`config.mk`:
```
export PLATFORM = sky130hd
export DESIGN_NAME = scan_sequencer_flat
export DESIGN_NICKNAME = d
export VERILOG_FILES = /design/src/rtl/adc_scan_pkg.sv /design/src/rtl/scan_sequencer_if.sv /design/src/rtl/cycle_timer.sv /design/src/rtl/scan_sequencer.sv /design/src/flat_wrapper.sv
export SDC_FILE = /design/constraint.sdc
export NUM_CORES = 1
export LEC_CHECK = 0
export CAP_MARGIN = 40
export CORE_ASPECT_RATIO = 2
export CORE_UTILIZATION = 60
export DETAILED_ROUTE_END_ITERATION = 8
export PLACE_DENSITY = 0.85
export SKIP_CTS_REPAIR_TIMING = 1
export SLEW_MARGIN = 10
export SYNTH_ARGS = -nofsm -noshare
export SYNTH_HDL_FRONTEND = slang
export SYNTH_SLANG_ARGS = --single-unit
export TNS_END_PERCENT = 5
```
`constraint.sdc`:
```
create_clock -name clk40 -period 5.61 [get_ports clk40]
set_clock_uncertainty 0.2 [all_clocks]
set_input_delay 0.8415 -clock clk40 [delete_from_list [all_inputs] [get_ports clk40]]
set_output_delay 0.8415 -clock clk40 [all_outputs]
set_load 0.03 [all_outputs]
```
`src/rtl/adc_scan_pkg.sv`:
```
`default_nettype none
// +--------------------------------------------------------------------------+
// | Package     : adc_scan_pkg                                               |
// | Description : Shared types and constants for the ADC clock-phase scan    |
// |               sequencer: FSM state encoding, result codes, bus widths    |
// |               and the strobe-averaging depth.                            |
// | Revision    : 1.0 - initial release                                      |
// +--------------------------------------------------------------------------+
package adc_scan_pkg;

  localparam int DLY_W = 6;   // scan_delay / best_delay width
  localparam int CNT_W = 7;   // count2 width
  localparam int MET_W = 9;   // accumulator / best_metric width
  localparam int AVG_N = 4;   // strobes per step when averaging is built in

  typedef enum logic [2:0] {
    ST_IDLE      = 3'd0,
    ST_TRIG      = 3'd1,
    ST_SETTLE    = 3'd2,
    ST_WAIT_STRB = 3'd3,
    ST_EVAL      = 3'd4,
    ST_APPLY     = 3'd5,
    ST_FINISH    = 3'd6
  } state_t;

  typedef enum logic [1:0] {
    ERR_OK      = 2'd0,
    ERR_TIMEOUT = 2'd1,
    ERR_SAT     = 2'd2,
    ERR_RANGE   = 2'd3
  } err_t;

  // Width of a down-counter that must hold (max(a,b) - 1).
  function automatic int timer_width(input int a, input int b);
    int m;
    m = (a > b) ? a : b;
    return (m <= 2) ? 1 : $clog2(m);
  endfunction

endpackage
`default_nettype wire

```
`src/rtl/scan_sequencer_if.sv`:
```
`default_nettype none
// +--------------------------------------------------------------------------+
// | Interface   : scan_sequencer_if                                          |
// | Description : Control/result bundle between a scan controller and the    |
// |               scan_sequencer.                                            |
// |   master : drives start, abort, scan_min, scan_max, monitor_strb,        |
// |            count2, saturated; receives the results.                      |
// |   slave  : the sequencer side; drives scan_delay, delay_trig, busy,      |
// |            done, error, best_delay, best_metric.                         |
// | Revision    : 1.0 - initial release                                      |
// +--------------------------------------------------------------------------+
interface scan_sequencer_if;
  import adc_scan_pkg::*;

  logic             start;
  logic             abort;
  logic [DLY_W-1:0] scan_min;
  logic [DLY_W-1:0] scan_max;
  logic             monitor_strb;
  logic [CNT_W-1:0] count2;
  logic             saturated;
  logic [DLY_W-1:0] scan_delay;
  logic             delay_trig;
  logic             busy;
  logic             done;
  logic [1:0]       error;
  logic [DLY_W-1:0] best_delay;
  logic [MET_W-1:0] best_metric;

  modport master (
    output start, abort, scan_min, scan_max, monitor_strb, count2, saturated,
    input  scan_delay, delay_trig, busy, done, error, best_delay, best_metric
  );

  modport slave (
    input  start, abort, scan_min, scan_max, monitor_strb, count2, saturated,
    output scan_delay, delay_trig, busy, done, error, best_delay, best_metric
  );

endinterface
`default_nettype wire

```
`src/rtl/cycle_timer.sv`:
```
`default_nettype none
// +--------------------------------------------------------------------------+
// | Module      : cycle_timer                                                |
// | Description : Loadable down-counter that stops at zero and flags it.     |
// |   clk40     in  clock                                                    |
// |   rst       in  synchronous active-low reset (count -> 0)                |
// |   load_i    in  load value_i on this edge                                |
// |   value_i   in  load value (terminal flag rises value_i+1 cycles later   |
// |                 counting the load cycle's successor as the first)        |
// |   expired_o out count is zero                                           |
// | Revision    : 1.0 - initial release                                      |
// +--------------------------------------------------------------------------+
module cycle_timer #(
  parameter int WIDTH = 8
) (
  input  wire logic             clk40,
  input  wire logic             rst,
  input  wire logic             load_i,
  input  wire logic [WIDTH-1:0] value_i,
  output logic                  expired_o
);

  logic [WIDTH-1:0] cnt_q;

  always_ff @(posedge clk40) begin
    if (!rst) begin
      cnt_q <= '0;
    end else if (load_i) begin
      cnt_q <= value_i;
    end else if (cnt_q != '0) begin
      cnt_q <= cnt_q - WIDTH'(1);
    end
  end

  assign expired_o = (cnt_q == '0);

endmodule
`default_nettype wire

```
`src/rtl/scan_sequencer.sv`:
```
`default_nettype none
// +--------------------------------------------------------------------------+
// | Module      : scan_sequencer                                             |
// | Description : Sweeps the ADC clock phase from scan_min to scan_max,      |
// |               collects the alignment-monitor metric at each phase and    |
// |               applies the phase with the highest metric.                 |
// |   clk40 in  sole clock                                                   |
// |   rst   in  synchronous active-low reset                                 |
// |   bus   slave modport of scan_sequencer_if (start/abort/range/monitor    |
// |         inputs; scan_delay, delay_trig, busy, done, error, best_* out)   |
// | Build option: define SCAN_SEQ_AVG_EN to sum AVG_N monitor strobes per    |
// |               step instead of one.                                       |
// | Revision    : 1.0 - initial release                                      |
// +--------------------------------------------------------------------------+
module scan_sequencer import adc_scan_pkg::*; #(
  parameter int SETTLE_CYC  = 80,
  parameter int TIMEOUT_CYC = 4096
) (
  input  wire logic       clk40,
  input  wire logic       rst,
  scan_sequencer_if.slave bus
);

  localparam int               TMR_W      = timer_width(SETTLE_CYC, TIMEOUT_CYC);
  localparam logic [TMR_W-1:0] SETTLE_LD  = TMR_W'(SETTLE_CYC - 1);
  localparam logic [TMR_W-1:0] TIMEOUT_LD = TMR_W'(TIMEOUT_CYC - 1);

  state_t           state_q;
  logic [DLY_W-1:0] cur_q;
  logic [DLY_W-1:0] max_q;
  logic [MET_W-1:0] acc_q;
  logic [DLY_W-1:0] scan_delay_q;
  logic             delay_trig_q;
  logic             busy_q;
  logic             done_q;
  err_t             error_q;
  logic [DLY_W-1:0] best_delay_q;
  logic [MET_W-1:0] best_metric_q;

  logic             tmr_load;
  logic [TMR_W-1:0] tmr_value;
  logic             tmr_expired;
  logic             strb_last;
  logic             strb_reload;
  logic             better;
  logic [DLY_W-1:0] eval_best_delay;
  logic [MET_W-1:0] strb_metric;

  assign strb_metric     = {{(MET_W-CNT_W){1'b0}}, bus.count2};
  assign better          = (acc_q > best_metric_q);  // strict: ties keep lower delay
  assign eval_best_delay = better ? cur_q : best_delay_q;

`ifdef SCAN_SEQ_AVG_EN
  localparam int AVG_W = $clog2(AVG_N);
  logic [AVG_W-1:0] strb_cnt_q;

  always_ff @(posedge clk40) begin
    if (!rst) begin
      strb_cnt_q <= '0;
    end else if (state_q == ST_TRIG) begin
      strb_cnt_q <= '0;
    end else if ((state_q == ST_WAIT_STRB) && bus.monitor_strb) begin
      strb_cnt_q <= strb_cnt_q + AVG_W'(1);
    end
  end

  assign strb_last   = (strb_cnt_q == AVG_W'(AVG_N - 1));
  // Each strobe gives the monitor a fresh timeout window for the next one.
  assign strb_reload = (state_q == ST_WAIT_STRB) && bus.monitor_strb;
`else
  assign strb_last   = 1'b1;
  assign strb_reload = 1'b0;
`endif

  // One timer covers both phases: loaded leaving TRIG for the settle time,
  // reloaded on the last SETTLE cycle for the strobe timeout.
  always_comb begin
    tmr_load  = 1'b0;
    tmr_value = SETTLE_LD;
    if (state_q == ST_TRIG) begin
      tmr_load = 1'b1;
    end else if (((state_q == ST_SETTLE) && tmr_expired) || strb_reload) begin
      tmr_load  = 1'b1;
      tmr_value = TIMEOUT_LD;
    end
  end

  cycle_timer #(
    .WIDTH (TMR_W)
  ) u_timer (
    .clk40     (clk40),
    .rst       (rst),
    .load_i    (tmr_load),
    .value_i   (tmr_value),
    .expired_o (tmr_expired)
  );

  always_ff @(posedge clk40) begin
    if (!rst) begin
      state_q       <= ST_IDLE;
      cur_q         <= '0;
      max_q         <= '0;
      acc_q         <= '0;
      scan_delay_q  <= '0;
      delay_trig_q  <= 1'b0;
      busy_q        <= 1'b0;
      done_q        <= 1'b0;
      error_q       <= ERR_OK;
      best_delay_q  <= '0;
      best_metric_q <= '0;
    end else begin
      delay_trig_q <= 1'b0;
      done_q       <= 1'b0;
      case (state_q)
        ST_IDLE: begin
          if (bus.start) begin
            busy_q <= 1'b1;
            if (bus.scan_min > bus.scan_max) begin
              error_q <= ERR_RANGE;
              done_q  <= 1'b1;
              state_q <= ST_FINISH;
            end else begin
              cur_q         <= bus.scan_min;
              max_q         <= bus.scan_max;
              acc_q         <= '0;
              best_metric_q <= '0;
              best_delay_q  <= bus.scan_min;
              error_q       <= ERR_OK;
              scan_delay_q  <= bus.scan_min;
              delay_trig_q  <= 1'b1;
              state_q       <= ST_TRIG;
            end
          end
        end

        ST_TRIG: begin
          // Jumping straight to APPLY would put two trig pulses back to back,
          // so an abort seen here is parked in error_q and acted on in the
          // first SETTLE cycle.
          if (bus.abort) begin
            error_q <= ERR_RANGE;
          end
          state_q <= ST_SETTLE;
        end

        ST_SETTLE: begin
          // monitor_strb is deliberately ignored while the delay settles.
          if (bus.abort || (error_q == ERR_RANGE)) begin
            error_q      <= ERR_RANGE;
            scan_delay_q <= best_delay_q;
            delay_trig_q <= 1'b1;
            state_q      <= ST_APPLY;
          end else if (bus.saturated) begin
            error_q      <= ERR_SAT;
            scan_delay_q <= best_delay_q;
            delay_trig_q <= 1'b1;
            state_q      <= ST_APPLY;
          end else if (tmr_expired) begin
            state_q <= ST_WAIT_STRB;
          end
        end

        ST_WAIT_STRB: begin
          if (bus.abort) begin
            error_q      <= ERR_RANGE;
            scan_delay_q <= best_delay_q;
            delay_trig_q <= 1'b1;
            state_q      <= ST_APPLY;
          end else if (bus.saturated) begin
            error_q      <= ERR_SAT;
            scan_delay_q <= best_delay_q;
            delay_trig_q <= 1'b1;
            state_q      <= ST_APPLY;
          end else if (bus.monitor_strb) begin
            acc_q <= acc_q + strb_metric;
            if (strb_last) begin
              state_q <= ST_EVAL;
            end
          end else if (tmr_expired) begin
            error_q      <= ERR_TIMEOUT;
            scan_delay_q <= best_delay_q;
            delay_trig_q <= 1'b1;
            state_q      <= ST_APPLY;
          end
        end

        ST_EVAL: begin
          if (bus.abort) begin
            error_q      <= ERR_RANGE;
            scan_delay_q <= best_delay_q;
            delay_trig_q <= 1'b1;
            state_q      <= ST_APPLY;
          end else if (bus.saturated) begin
            error_q      <= ERR_SAT;
            scan_delay_q <= best_delay_q;
            delay_trig_q <= 1'b1;
            state_q      <= ST_APPLY;
          end else begin
            if (better) begin
              best_metric_q <= acc_q;
              best_delay_q  <= cur_q;
            end
            // Compare before incrementing so scan_max = 63 never wraps cur.
            if (cur_q == max_q) begin
              scan_delay_q <= eval_best_delay;
              delay_trig_q <= 1'b1;
              state_q      <= ST_APPLY;
            end else begin
              cur_q        <= cur_q + DLY_W'(1);
              acc_q        <= '0;
              scan_delay_q <= cur_q + DLY_W'(1);
              delay_trig_q <= 1'b1;
              state_q      <= ST_TRIG;
            end
          end
        end

        ST_APPLY: begin
          done_q  <= 1'b1;
          state_q <= ST_FINISH;
        end

        ST_FINISH: begin
          busy_q  <= 1'b0;
          state_q <= ST_IDLE;
        end

        default: begin
          busy_q  <= 1'b0;
          state_q <= ST_IDLE;
        end
      endcase
    end
  end

  assign bus.scan_delay  = scan_delay_q;
  assign bus.delay_trig  = delay_trig_q;
  assign bus.busy        = busy_q;
  assign bus.done        = done_q;
  assign bus.error       = error_q;
  assign bus.best_delay  = best_delay_q;
  assign bus.best_metric = best_metric_q;

endmodule
`default_nettype wire
```
`src/flat_wrapper.sv`:
```
// flat-port wrapper written by rule: the top's interface ports become plain ports
module scan_sequencer_flat import adc_scan_pkg::*;
#(
  parameter int SETTLE_CYC  = 80,
  parameter int TIMEOUT_CYC = 4096
)
  (clk40, rst, bus_start, bus_abort, bus_scan_min, bus_scan_max, bus_monitor_strb, bus_count2, bus_saturated, bus_scan_delay, bus_delay_trig, bus_busy, bus_done, bus_error, bus_best_delay, bus_best_metric);
  scan_sequencer_if bus_i ();
  input  wire logic clk40;
  input  wire logic rst;
  input wire logic [$bits(bus_i.start)-1:0] bus_start;
  input wire logic [$bits(bus_i.abort)-1:0] bus_abort;
  input wire logic [$bits(bus_i.scan_min)-1:0] bus_scan_min;
  input wire logic [$bits(bus_i.scan_max)-1:0] bus_scan_max;
  input wire logic [$bits(bus_i.monitor_strb)-1:0] bus_monitor_strb;
  input wire logic [$bits(bus_i.count2)-1:0] bus_count2;
  input wire logic [$bits(bus_i.saturated)-1:0] bus_saturated;
  output wire logic [$bits(bus_i.scan_delay)-1:0] bus_scan_delay;
  output wire logic [$bits(bus_i.delay_trig)-1:0] bus_delay_trig;
  output wire logic [$bits(bus_i.busy)-1:0] bus_busy;
  output wire logic [$bits(bus_i.done)-1:0] bus_done;
  output wire logic [$bits(bus_i.error)-1:0] bus_error;
  output wire logic [$bits(bus_i.best_delay)-1:0] bus_best_delay;
  output wire logic [$bits(bus_i.best_metric)-1:0] bus_best_metric;
  assign bus_i.start = bus_start;
  assign bus_i.abort = bus_abort;
  assign bus_i.scan_min = bus_scan_min;
  assign bus_i.scan_max = bus_scan_max;
  assign bus_i.monitor_strb = bus_monitor_strb;
  assign bus_i.count2 = bus_count2;
  assign bus_i.saturated = bus_saturated;
  assign bus_scan_delay = bus_i.scan_delay;
  assign bus_delay_trig = bus_i.delay_trig;
  assign bus_busy = bus_i.busy;
  assign bus_done = bus_i.done;
  assign bus_error = bus_i.error;
  assign bus_best_delay = bus_i.best_delay;
  assign bus_best_metric = bus_i.best_metric;
  scan_sequencer #(.SETTLE_CYC(SETTLE_CYC), .TIMEOUT_CYC(TIMEOUT_CYC)) u_core (.clk40(clk40), .rst(rst), .bus(bus_i));
endmodule
```
==> impl_metrics.json <==
{
  "regToRegSetupSlack_ps": 2740,
  "via_count_of_the_first_global_routing_pass": 4098,
  "worst_path_required_ps": 5640,
  "synthArstFlopShare_pct": 0,
  "wl_um": 12100,
  "top_fanout_value_on_the_critical_path": 16,
  "grt_start_max_net_pins": 56,
  "design.die.area_sq_um": 7470,
  "critPathSlowestCell": "or3_1",
  "regArea_sq_um": 1240,
  "power_density_nw_per_um2": 499,
  "route.detailed.wl_per_inst_um": 18.3,
  "start_util_pct": 61.9,
  "aggregate_global_routing_overflow": 0,
  "swShare_pct": 45.0,
  "main_combinational_cell_family_by_area_after_synthesis": "compound AO/OA/AOI/OAI gates",
  "rsz_0062_raised_after_global_routing": "false",
  "timing.critical_path.from_type": "input pin",
  "timing.critical_path.slowest_cell_delay_ps": 620,
  "clockRootBuffer": "clkbuf_16",
  "avgViaCountPerCell": 6.29,
  "n_fill_cell": 593,
  "setup_tns_ps": 0,
  "final_max_slew_viol_count": 0,
  "holdWs_ps": 287,
  "final_layout_size_suffix_gt1_share_pct": 6.46,
  "final_period_minus_worst_setup_slack_ps": 3290,
  "yosysTopAreaCell": "dfxtp_1",
  "dpl.hpwl_um": 9300,
  "fp_rows": 43,
  "grtUsageTotal_pct": 34.8,
  "synth_top_area_share_pct": 29.1,
  "io_pins": 51,
  "synth_compound_area_share_pct": 25.1,
  "core-area_sq_um": 6890,
  "power_leakage_nw": 1.97,
  "tritoncts_num_sinks": 62,
  "power.share.sequential_pct": 29.4,
  "area_delta_synth_final_pct": 17.6,
  "tritoncts.num_buffers": 9,
  "synth-xor-area-share_pct": 4.72,
  "detailroute.via_count": 4172,
  "report.final.hold_viol_count": 0,
  "post_synth_mux_area_share_pct": 2.11,
  "cts-root-to-sink-buffers": 2,
  "netlist_area_sq_um": 4270,
  "postSynth.topFlopCell": "dfxtp_1",
  "synth_edf_count": 0,
  "postSynthAreaPerCell_sq_um": 7.99,
  "fmax_mhz": 304,
  "place.gp.congestion": 0.933,
  "power.internal_w": 0.00138,
  "cts.htree.levels": 3,
  "worst-slew-pin-transition_ps": 727,
  "ys.warnings.count": 0,
  "post_synth_main_area_contributors": "dfxtp_1 29%, ha_1 7.6%, nand2_1 5.3%",
  "comb_pwr_share_pct": 49.1,
  "dieHeight_um": 121,
  "cp_cell_sequence": "clkdlybuf4s50_1, ha_1, a21o_1, a21oi_2, a21oi_2, or3_1, and2_1, o21a_1",
  "number_of_nets_with_antenna_violations_after_routing": 0,
  "timing.final.crit_share_pct": 58.6,
  "maxCapViolations": 0,
  "switchingPower_w": 0.00113,
  "crit_top_cell": "a21oi_2",
  "multi_input_area_sq_um": 2770,
  "vdd_drop_max_v": 0.000235,
  "timing.final.setup_violations": 0,
  "antenna_cells": 0,
  "io_buffers": 50,
  "grt_antenna_before_repair": 0,
  "detail_route.first_pass.iterations": 5,
  "layout.cells.most_common": "dfxtp_1",
  "yosys.area_share.adder_pct": 8.10,
  "worst_setup_ep_type": "register",
  "cts_tree": "done",
  "critPathKind": "input pin to register",
  "ys_ff_latch": 62,
  "synthCells": 534,
  "cp_top_family": "simple AND/OR/NAND/NOR gates",
  "hp-class": "register to register",
  "max_slew_margin_pct": 51.0,
  "grt_first_pass_wirelength_um": 19000,
  "postSynthNetCount": 586,
  "layout.cells.most_common_list": "62 x dfxtp_1, 60 x nand2_1, 49 x clkdlybuf4s50_1, 43 x nor2_1, 30 x o21ai_0",
  "finalNetCount": 621,
  "critical_path_arrival_ps": 3320,
  "worstPathBufferInverterCount": 1,
  "ys_seq_area_share_pct": 29.1,
  "clock_insertion_delay_worst_skew_ps": 340,
  "synthDistinctLibCells": 67,
  "drc": 0,
  "clock_power_share_pct": 21.6,
  "first_iter_violations": 263,
  "cts_clk_pin_slew_worst_paths_ps": 50,
  "outcome": "finished, final reports clean",
  "yosys.area_share.simple_pct": 24.9,
  "chipWidth_um": 61.6
}
cell usage after synthesis, types with 9 or more instances:
master	number
nor2b_1	9
nand3_1	24
a21o_1	14
a21oi_1	22
ha_1	26
a21boi_0	12
buf_2	12
inv_1	22
o31ai_1	9
mux2i_1	9
nor2_1	43
nor3_1	17
a31oi_1	12
o22ai_1	12
dfxtp_1	62
xnor2_1	16
o21ai_0	30
nand2_1	60
power by group through the flow:
stage,registers (W),clock network (W),logic (W)
floorplan,0.000730,0,0.000922
global placement,0.000728,0,0.00119
detailed placement,0.000735,0,0.00121
CTS,0.000727,0.000546,0.00122
global route,0.000747,0.000564,0.00134
finish,0.000735,0.000540,0.00123
sequential cells by signal, indices dropped and copies added (netlist names):
signal	count
u_core.bus.busy	1
u_core.bus.scan_delay	6
u_core.bus.best_metric	9
u_core.bus.error	2
u_core.max_q	6
u_core.cur_q	6
u_core.acc_q	9
u_core.u_timer.cnt_q	12
u_core.state_q	3
u_core.bus.done	1
u_core.bus.delay_trig	1
u_core.bus.best_delay	6
routing by layer:
metal / vias up / GRT usage (%) / wire length, um
li1: 2007 / - / -
met3: 60 / 4.80 / 517
met5: - / 0 / 0
met2: 157 / 65.1 / 6720
met4: 0 / 27.5 / 922
met1: 1948 / 29.9 / 3980
path summary, 6_finish.rpt:
path,depth (start not counted),startpoint,to
min reg2reg,2,u_core.bus.busy$_SDFFE_PN0P_,u_core.bus.busy$_SDFFE_PN0P_
max reg2reg,5,u_core.state_q[2]$_SDFFE_PN0P_,u_core.cur_q[0]$_SDFFE_PN0P_
min,2,u_core.bus.busy$_SDFFE_PN0P_,u_core.bus.busy$_SDFFE_PN0P_
max,8,bus_scan_min[4],u_core.cur_q[1]$_SDFFE_PN0P_
stage by stage:
stage                     instances  cell area [sq um]  setup WS, ps  utilization [%]  total power, W
after floorplan                 534               4270          2820                -         0.00165
after global placement          647               4710          2070             68.4         0.00192
after detailed placement        648               4730          2000             68.7         0.00195
after CTS                       663               5010          2350             72.8         0.00249
after global routing            663               5010          2170             72.8         0.00265
final                           663               5010          2320             72.8         0.00250
final cells by class:
type	count	share of cell area, %
clock inverter	4	0.973
tap	90	2.25
multi-input combinational	422	55.3
clock buffer	11	4.64
inverter	22	1.65
timing repair buffer	52	10.4
sequential	62	24.8
cell families (layout without fill, tap and decap cells):
logic type | after synthesis | in the layout
AOI/OAI and AO/OA | 159 | 159
and+or+nand+nor | 204 | 204
xor gates and xnor gates | 23 | 23
DFF | 62 | 62
buffers and inverters | 50 | 89
adders and majority gates | 27 | 27
muxes | 9 | 9
tightest hold or removal path, cell delays in order (launching register included):
cell,delay [ps]
dfxtp_1,320
a31oi_1,40
nor2_1,90
Note: power is estimated with default switching activity, not from simulation.
